`config.mk`:
```
export PLATFORM = sky130hd
export DESIGN_NAME = prm_obstacle_scan_ctrl
export DESIGN_NICKNAME = d
export VERILOG_FILES = /design/src/rtl/prm_chk_pkg.sv /design/src/rtl/prm_mask_accum.sv /design/src/rtl/prm_obstacle_scan_ctrl.sv
export SDC_FILE = /design/constraint.sdc
export NUM_CORES = 1
export LEC_CHECK = 0
export ABC_AREA = 1
export CAP_MARGIN = 10
export CORE_MARGIN = 1
export CORE_UTILIZATION = 25
export CTS_CLUSTER_SIZE = 28
export DETAILED_ROUTE_END_ITERATION = 8
export SYNTH_ARGS = -nofsm -noshare
export SYNTH_HDL_FRONTEND = slang
export SYNTH_HIERARCHICAL = 1
export SYNTH_SLANG_ARGS = --single-unit
```
`constraint.sdc`:
```
create_clock -name clk -period 3 [get_ports clk]
set_input_delay 0.6 -clock clk [delete_from_list [all_inputs] [get_ports clk]]
set_output_delay 0.6 -clock clk [all_outputs]
set_load 0.005 [all_outputs]
```
`src/rtl/prm_chk_pkg.sv`:
```
// Shared types and defaults for the PRM obstacle scan controller and its bench.
// Checker inputs are lettered A (bit 0) through O (bit 14).
package prm_chk_pkg;

    localparam int unsigned CODE_W_DEF    = 15;
    localparam int unsigned NUM_EDGES_DEF = 256;

    typedef enum logic [1:0] {
        StIdle,
        StScan,
        StDrain,
        StDone
    } scan_state_e;

    // Letter of the checker input driven by code bit idx, '?' when out of range.
    function automatic byte chk_letter(input int unsigned idx);
        if (idx < CODE_W_DEF) begin
            chk_letter = byte'(8'h41 + idx[7:0]);
        end else begin
            chk_letter = 8'h3F;
        end
    endfunction

endpackage

```
`src/rtl/prm_mask_accum.sv`:
```
// Sticky blocked-edge bitmap with clear/OR merge and a registered word readout.
// Clear takes priority over a merge arriving on the same edge.
module prm_mask_accum
    import prm_chk_pkg::*;
#(
    parameter int unsigned NUM_EDGES = NUM_EDGES_DEF,
    parameter int unsigned RD_W      = 32,
    localparam int unsigned NumWords = NUM_EDGES / RD_W,
    localparam int unsigned AddrW    = (NumWords > 1) ? $clog2(NumWords) : 1
) (
    input  logic                 clk,
    input  logic                 rst_n,
    input  logic                 clear_i,
    input  logic                 merge_i,
    input  logic [NUM_EDGES-1:0] mask_i,
    input  logic [AddrW-1:0]     rd_addr_i,
    output logic [RD_W-1:0]      rd_data_o,
    output logic                 any_blocked_o
);

    logic [NUM_EDGES-1:0] bitmap_q, bitmap_d;
    logic                 any_q, any_d;
    logic [RD_W-1:0]      rd_q, rd_word;

    always_comb begin
        bitmap_d = bitmap_q;
        any_d    = any_q;
        if (clear_i) begin
            bitmap_d = '0;
            any_d    = 1'b0;
        end else if (merge_i) begin
            bitmap_d = bitmap_q | mask_i;
            any_d    = any_q | (|mask_i);
        end
    end

    // Addresses with no matching word fall through to zero.
    always_comb begin
        rd_word = '0;
        for (int unsigned w = 0; w < NumWords; w++) begin
            if (rd_addr_i == AddrW'(w)) begin
                rd_word = bitmap_q[w*RD_W +: RD_W];
            end
        end
    end

    always_ff @(posedge clk or negedge rst_n) begin
        if (!rst_n) begin
            bitmap_q <= '0;
            any_q    <= 1'b0;
            rd_q     <= '0;
        end else begin
            bitmap_q <= bitmap_d;
            any_q    <= any_d;
            rd_q     <= rd_word;
        end
    end

    assign rd_data_o     = rd_q;
    assign any_blocked_o = any_q;

endmodule

```
`src/rtl/prm_obstacle_scan_ctrl.sv`:
```
// Streams obstacle codes onto the PRM checker bus and collects the returned edge masks
// into a sticky blocked-edge bitmap readable by the roadmap planner.
module prm_obstacle_scan_ctrl
    import prm_chk_pkg::*;
#(
    parameter int unsigned CODE_W    = CODE_W_DEF,
    parameter int unsigned NUM_EDGES = NUM_EDGES_DEF,
    parameter int unsigned RD_W      = 32,
    parameter int unsigned CHK_LAT   = 1,
    localparam int unsigned NumWords = NUM_EDGES / RD_W,
    localparam int unsigned AddrW    = (NumWords > 1) ? $clog2(NumWords) : 1
) (
    input  logic                 clk,
    input  logic                 rst_n,
    input  logic                 start_i,
    input  logic                 obs_valid_i,
    output logic                 obs_ready_o,
    input  logic [CODE_W-1:0]    obs_code_i,
    input  logic                 obs_last_i,
    output logic [CODE_W-1:0]    chk_code_o,
    input  logic [NUM_EDGES-1:0] chk_mask_i,
    output logic                 busy_o,
    output logic                 done_o,
    output logic                 any_blocked_o,
    output logic [15:0]          obs_count_o,
    input  logic [AddrW-1:0]     rd_addr_i,
    output logic [RD_W-1:0]      rd_data_o
);

    scan_state_e         state_q, state_d;
    logic [CHK_LAT:0]    tok_q, tok_d;
    logic [CODE_W-1:0]   code_q, code_d;
    logic [15:0]         cnt_q, cnt_d;
    logic                done_q, done_d;
    logic                accept;

    // start wins over a beat offered in the same cycle.
    assign obs_ready_o = (state_q == StScan) && !start_i;
    assign accept      = obs_ready_o && obs_valid_i;

    always_comb begin
        state_d = state_q;
        tok_d   = tok_q;
        code_d  = code_q;
        cnt_d   = cnt_q;
        done_d  = 1'b0;

        // Token slot CHK_LAT lines up with the checker mask for the code that spawned it.
        tok_d[0] = accept;
        for (int unsigned i = 1; i <= CHK_LAT; i++) begin
            tok_d[i] = tok_q[i-1];
        end

        if (accept) begin
            code_d = obs_code_i;
            if (cnt_q != 16'hFFFF) begin
                cnt_d = cnt_q + 16'd1;
            end
        end

        case (state_q)
            StIdle, StDone: ;
            StScan: begin
                if (accept && obs_last_i) begin
                    state_d = StDrain;
                end
            end
            StDrain: begin
                if (tok_q == '0) begin
                    state_d = StDone;
                    done_d  = 1'b1;
                end
            end
            default: state_d = StIdle;
        endcase

        if (start_i) begin
            state_d = StScan;
            tok_d   = '0;
            cnt_d   = '0;
            done_d  = 1'b0;
        end
    end

    always_ff @(posedge clk or negedge rst_n) begin
        if (!rst_n) begin
            state_q <= StIdle;
            tok_q   <= '0;
            code_q  <= '0;
            cnt_q   <= '0;
            done_q  <= 1'b0;
        end else begin
            state_q <= state_d;
            tok_q   <= tok_d;
            code_q  <= code_d;
            cnt_q   <= cnt_d;
            done_q  <= done_d;
        end
    end

    prm_mask_accum #(
        .NUM_EDGES (NUM_EDGES),
        .RD_W      (RD_W)
    ) u_accum (
        .clk           (clk),
        .rst_n         (rst_n),
        .clear_i       (start_i),
        .merge_i       (tok_q[CHK_LAT]),
        .mask_i        (chk_mask_i),
        .rd_addr_i     (rd_addr_i),
        .rd_data_o     (rd_data_o),
        .any_blocked_o (any_blocked_o)
    );

    assign chk_code_o  = code_q;
    assign busy_o      = (state_q == StScan) || (state_q == StDrain);
    assign done_o      = done_q;
    assign obs_count_o = cnt_q;

endmodule

```
# == After elaboration in Yosys (flattened, before gate mapping) ==
# Index checks and enable logic that the tools add are counted.
# totals
wordCells,60
mem_bits_rw,0
rom_bits,0
inputBits,279
mem_count,0
reg_bits,325
latch_bits,0
# classes
n_bitwise,2
n_reduce_logical,14
n_eq_ne,12
mul,0
div_mod_pow,0
n_addsub,1
order_cmp,0
mux,23
shifts,0
# ops
operator,n
two-way mux 256 bit,2
two-way mux 32 bit,8
OR 256 bit,1
OR reduction 256 bit,1
two-way mux 16 bit,3
adder 16 x 1 -> 16 bit (second input constant),1
!= test 16 bit (second input constant),1
equality test 3 bit (second input constant),4
two-way mux 2 bit,4
equality test 3 x 2 -> 1 bit (second input constant),2
nonzero test 2 bit,3
two-way mux 1 bit,5
one-hot mux 2 bit (2 select lines),1
equality test 3 x 1 -> 1 bit (second input constant),1
logical AND 1 bit,3
logical NOT 3 bit,1
!= test 3 x 2 -> 1 bit (second input constant),1
!= test 3 bit (second input constant),1
AND reduction 3 bit,1
nonzero test 3 bit,1
equality test 2 x 1 -> 1 bit (second input constant),1
equality test 2 bit (second input constant),1
logical NOT 2 bit,1
AND reduction 2 bit,1
other kinds (3),3

# == Depth between registers and ports, before layout ==
# depth
depth_word,9
depth_mapped,10

# == By module ==
# The synthesis kept the hierarchy.
# by_module_without_submodules
mod,n_inst,seq_area_each_um2,cells_each,area_per_inst_um2
prm_mask_accum,1,7231.9,1508,12449.4
prm_obstacle_scan_ctrl,1,900.9,239,1856.8

# == Least setup slack after synthesis ==
# Ideal clock, no wire load.
# synth_timing
path_kind,input to register
from,input port start_i
to,register u_accum.bitmap_q[225]
n_path_buf,3
arrival_ns,1.380
cell_stages,4
t_required_ns,2.868
path_slack_ns,1.489
cell_sequence,clkbuf_1 clkbuf_1 clkbuf_1 nor2_1
# synth_via
elab_chain_cells,1
word_cells_on_any_way,2
# synth_lines
element,line,text
"start, declared",prm_obstacle_scan_ctrl.sv:15,"input logic start_i,"
two-way mux 256 bit / nonzero test 2 bit (equally long branches),--,
"end signal, assigned",prm_mask_accum.sv:53,bitmap_q <= bitmap_d;
"end, declared",prm_mask_accum.sv:21,"logic [NUM_EDGES-1:0] bitmap_q, bitmap_d;"
# Parallel ways exist; a longest one is shown, timed or not.
# A chain may end at the register's enable or synchronous reset.

# == Worst setup path in the final report ==
# layout_timing
from,register state_q[1]
to,output port obs_ready_o
# layout_via
elab_chain_cells,2
# layout_lines
element,line,text
"start, declared",prm_obstacle_scan_ctrl.sv:30,"scan_state_e state_q, state_d;"
"start signal, assigned",prm_obstacle_scan_ctrl.sv:87,state_q <= StIdle;
"start signal, assigned",prm_obstacle_scan_ctrl.sv:93,state_q <= state_d;
equality test 2 x 1 -> 1 bit,prm_obstacle_scan_ctrl.sv:38,assign obs_ready_o = (state_q == StScan) && !start_i;
logical AND 1 bit,prm_obstacle_scan_ctrl.sv:38,
"end, declared",prm_obstacle_scan_ctrl.sv:17,"output logic obs_ready_o,"
# Every way passes these cells.

==> impl_metrics.tcl <==
set metrics [dict create \
    viasPerCell 4.61 \
    drt_iter0_drc 1032 \
    worst_pin_slew_ps 1220 \
    hold_viol 0 \
    regArea_sq_um 8140 \
    max_freq_mhz 409 \
    r2r-end "obs_count_o[8]" \
    p_leak_nw 8.48 \
    avgSynthCellArea_sq_um 8.19 \
    rows 87 \
    synth_area_leaders "dfrtp_1, a21oi_1, nand2_1" \
    crit_path_end_kind "primary output" \
    hold_buffers 0 \
    drc 0 \
    period_share_pct 81.6 \
    worstSkewPairLatency_ps 530 \
    multi_input_area_sq_um 5450 \
    total_power_mw 10.9 \
    maxCapViolCount 0 \
    synth_area_sq_um 14300 \
    irDropWorstVdd_mv 0.316 \
    setup_viol 0 \
    cts.sinks 325 \
    drt-pass1-iter-count 5 \
    cts_resized 0 \
    hold_class "in -> async" \
    grt_pass1_vias 13000 \
    post_drt_wl_per_cell_microns 19.0 \
    power_frac_comb_pct 15.2 \
    status "finished clean" \
    yosys_warnings 6 \
    synth_top_family_by_area "simple AND/OR/NAND/NOR gates" \
    drive_above_1_share_pct 4.61 \
    rsz0062_at_grt "false" \
    yosysTopAreaCellShare_pct 56.8 \
    synth-compound-area-share_pct 13.6 \
    clk_pin_slew_ps 60 \
    grt_util_met2_pct 26.2 \
    antenna_found_initial 26 \
    synth_seq_cells 325 \
    ys_types 30 \
    cp.required_ps 2400 \
    die_height_microns 241 \
    die_x_microns 241 \
    grt_start_max_net_pins 239 \
    grt_usage_pct 18.3 \
    dpl-instance-area_sq_um 18500 \
    synthMuxAreaShare_pct 0 \
    synth-main-ff-cell "dfrtp_1" \
    synth-edff-count 0 \
    crit_fanout 3 \
    tns_ps 0 \
    ys_top_cells_by_count "nand2_1, nor2_1, dfrtp_1, a21oi_1, inv_1" \
    share_seq_of_total_power_pct 44.5 \
    cts_tree "yes" \
    ant_nets 0 \
    p_per_area_nw_per_um2 554 \
    grt_use_met3_pct 5.54 \
    cts_buffer_depth 3 \
    fin_skew_ps 22.4 \
    start_util_pct 25.3 \
    fin_area_sq_um 19700 \
    syn_to_final_growth_pct 38.0 \
    synthAdderAreaFrac_pct 0.262 \
    grt_pass1_wl_microns 79600 \
    synth-simple-area-share_pct 23.7 \
    syn_nets 2029 \
    yosys.area.top_type "dfrtp_1" \
    slew-limit-headroom_pct 19.0 \
    reg2regPathDepth 8 \
    clockPowerShare_pct 40.3 \
    synth.most_common_cell "nand2_1" \
    top_usage_layer "met1" \
    nFillCells 5803 \
    power_switching_mw 2.82 \
    numCtsBuffers 35 \
    dr_total_vias 13100 \
    synth_cells 1747 \
    pin_count 346 \
    cp-start-kind "flop" \
    dp_hpwl_microns 40500 \
    grt_use_met1_pct 26.5 \
    synth_xor_area_share_pct 0.367 \
    cts_root_buffer "clkbuf_16" \
    final_max_slew_viol_count 0 \
    period_needed_ps 2450 \
    ys_seq_area_share_pct 56.8 \
    switching_share_pct 25.8 \
    reg2reg_slack_ps 1000 \
    crit_type "reg -> out" \
    final_nets 2340 \
    grt-ovfl-total 0 \
    fp.dieArea_sq_um 58200 \
    async_flop_share_pct 100 \
    htree_num_levels 2 \
    place_congestion 0.876 \
    port_buffers 345 \
    postCtsSetupBuffers 0 \
    p_int_mw 8.10 \
    finalWirelength_microns 54100 \
    cp.arrival_ps 1850 \
    r2r_start "state_q[1]" \
    core_area_sq_um 56500 \
]
==> metal layers <==
metal | up-vias | routed length, microns | part of all wire [%]
met5 | - | 220 | 0.41
met4 | 34 | 1110 | 2.0
met3 | 92 | 4610 | 8.5
met2 | 427 | 22900 | 42
met1 | 6322 | 25300 | 47
li1 | 6270 | - | -
==> layout make-up <==
type,count,share of cell area (%)
well taps,756,4.79
clock inverters,8,0.558
clock buffers,53,5.34
diodes,11,0.139
repair buffers,362,18.6
multi-input cells,1241,27.6
inverters,93,1.77
flip-flops and latches,325,41.2
==> state kept, by name (all words and copies together), names as in the netlist <==
signal,flops
chk_code_o,15
done_o,1
obs_count_o,16
state_q,2
tok_q,2
u_accum/any_blocked_o,1
u_accum/bitmap_q,256
u_accum/rd_data_o,32
==> metrics by stage <==
stage	cells	worst slack (ps)	util (%)	hold WS (ps)
floorplan	1747	1490	-	304
global placement	2777	339	32.8	463
detailed placement	2777	263	32.8	465
CTS	2838	528	34.9	73.3
global route	2844	464	34.9	90.6
finish	2849	553	34.9	44.0
==> logic make-up after synthesis <==
group | after synthesis
buffers and inverters | 181
XOR/XNOR | 6
adder cells (fa/ha/maj) | 3
AO/OA/AOI/OAI | 372
flip-flops | 325
AND/OR/NAND/NOR | 860
==> how the worst max path moves through the flow <==
stage / end / from / cells past startpoint / slack, ps
finish: obs_ready_o / state_q[1] / 5 / 550
global placement: u_accum/rd_data_o[15] / rd_addr_i[2] / 9 / 340
CTS: obs_ready_o / state_q[1] / 5 / 530
detailed placement: u_accum/rd_data_o[15] / rd_addr_i[2] / 9 / 260
floorplan: u_accum/bitmap_q[225] / start_i / 4 / 1490
global route: obs_ready_o / state_q[1] / 5 / 460
==> placed cells by master, fill, tap and decap left out, drive strengths merged <==
cell | netlist | layout
nand2 | 419 | 419
nor2 | 384 | 384
clkdlybuf4s50 | 0 | 343
dfrtp | 325 | 325
a21oi | 317 | 317
inv | 93 | 94
clkbuf | 49 | 54
nand4 | 36 | 36
o22ai | 32 | 32
o21ai | 19 | 19
buf | 39 | 18
nand3 | 16 | 16
diode | 0 | 11
nor3 | 4 | 4
xnor2 | 3 | 3
xor2 | 3 | 3
ha | 3 | 3
clkinv | 0 | 3
o21bai | 2 | 2
clkinvlp | 0 | 2
bufinv | 0 | 2
o221ai | 2 | 2
or2 | 1 | 1
==> worst max-delay path, cell delays in order, from the launching register on <==
cell and delay [ps]:
dfrtp_1 400, inv_1 70, ha_1 130, inv_1 50, nor2_2 150, clkdlybuf4s50_1 530
==> power by group through the flow <==
stage               combinational (mW)  clock, mW  sequential (mW)
finish                            1.66       4.40             4.87
detailed placement                1.67          0             4.94
global placement                  1.64          0             4.93
CTS                               1.67       4.51             4.86
global route                      1.82       4.69             4.89
floorplan                        0.647          0             4.88
Power figures use the tool's default switching activity.
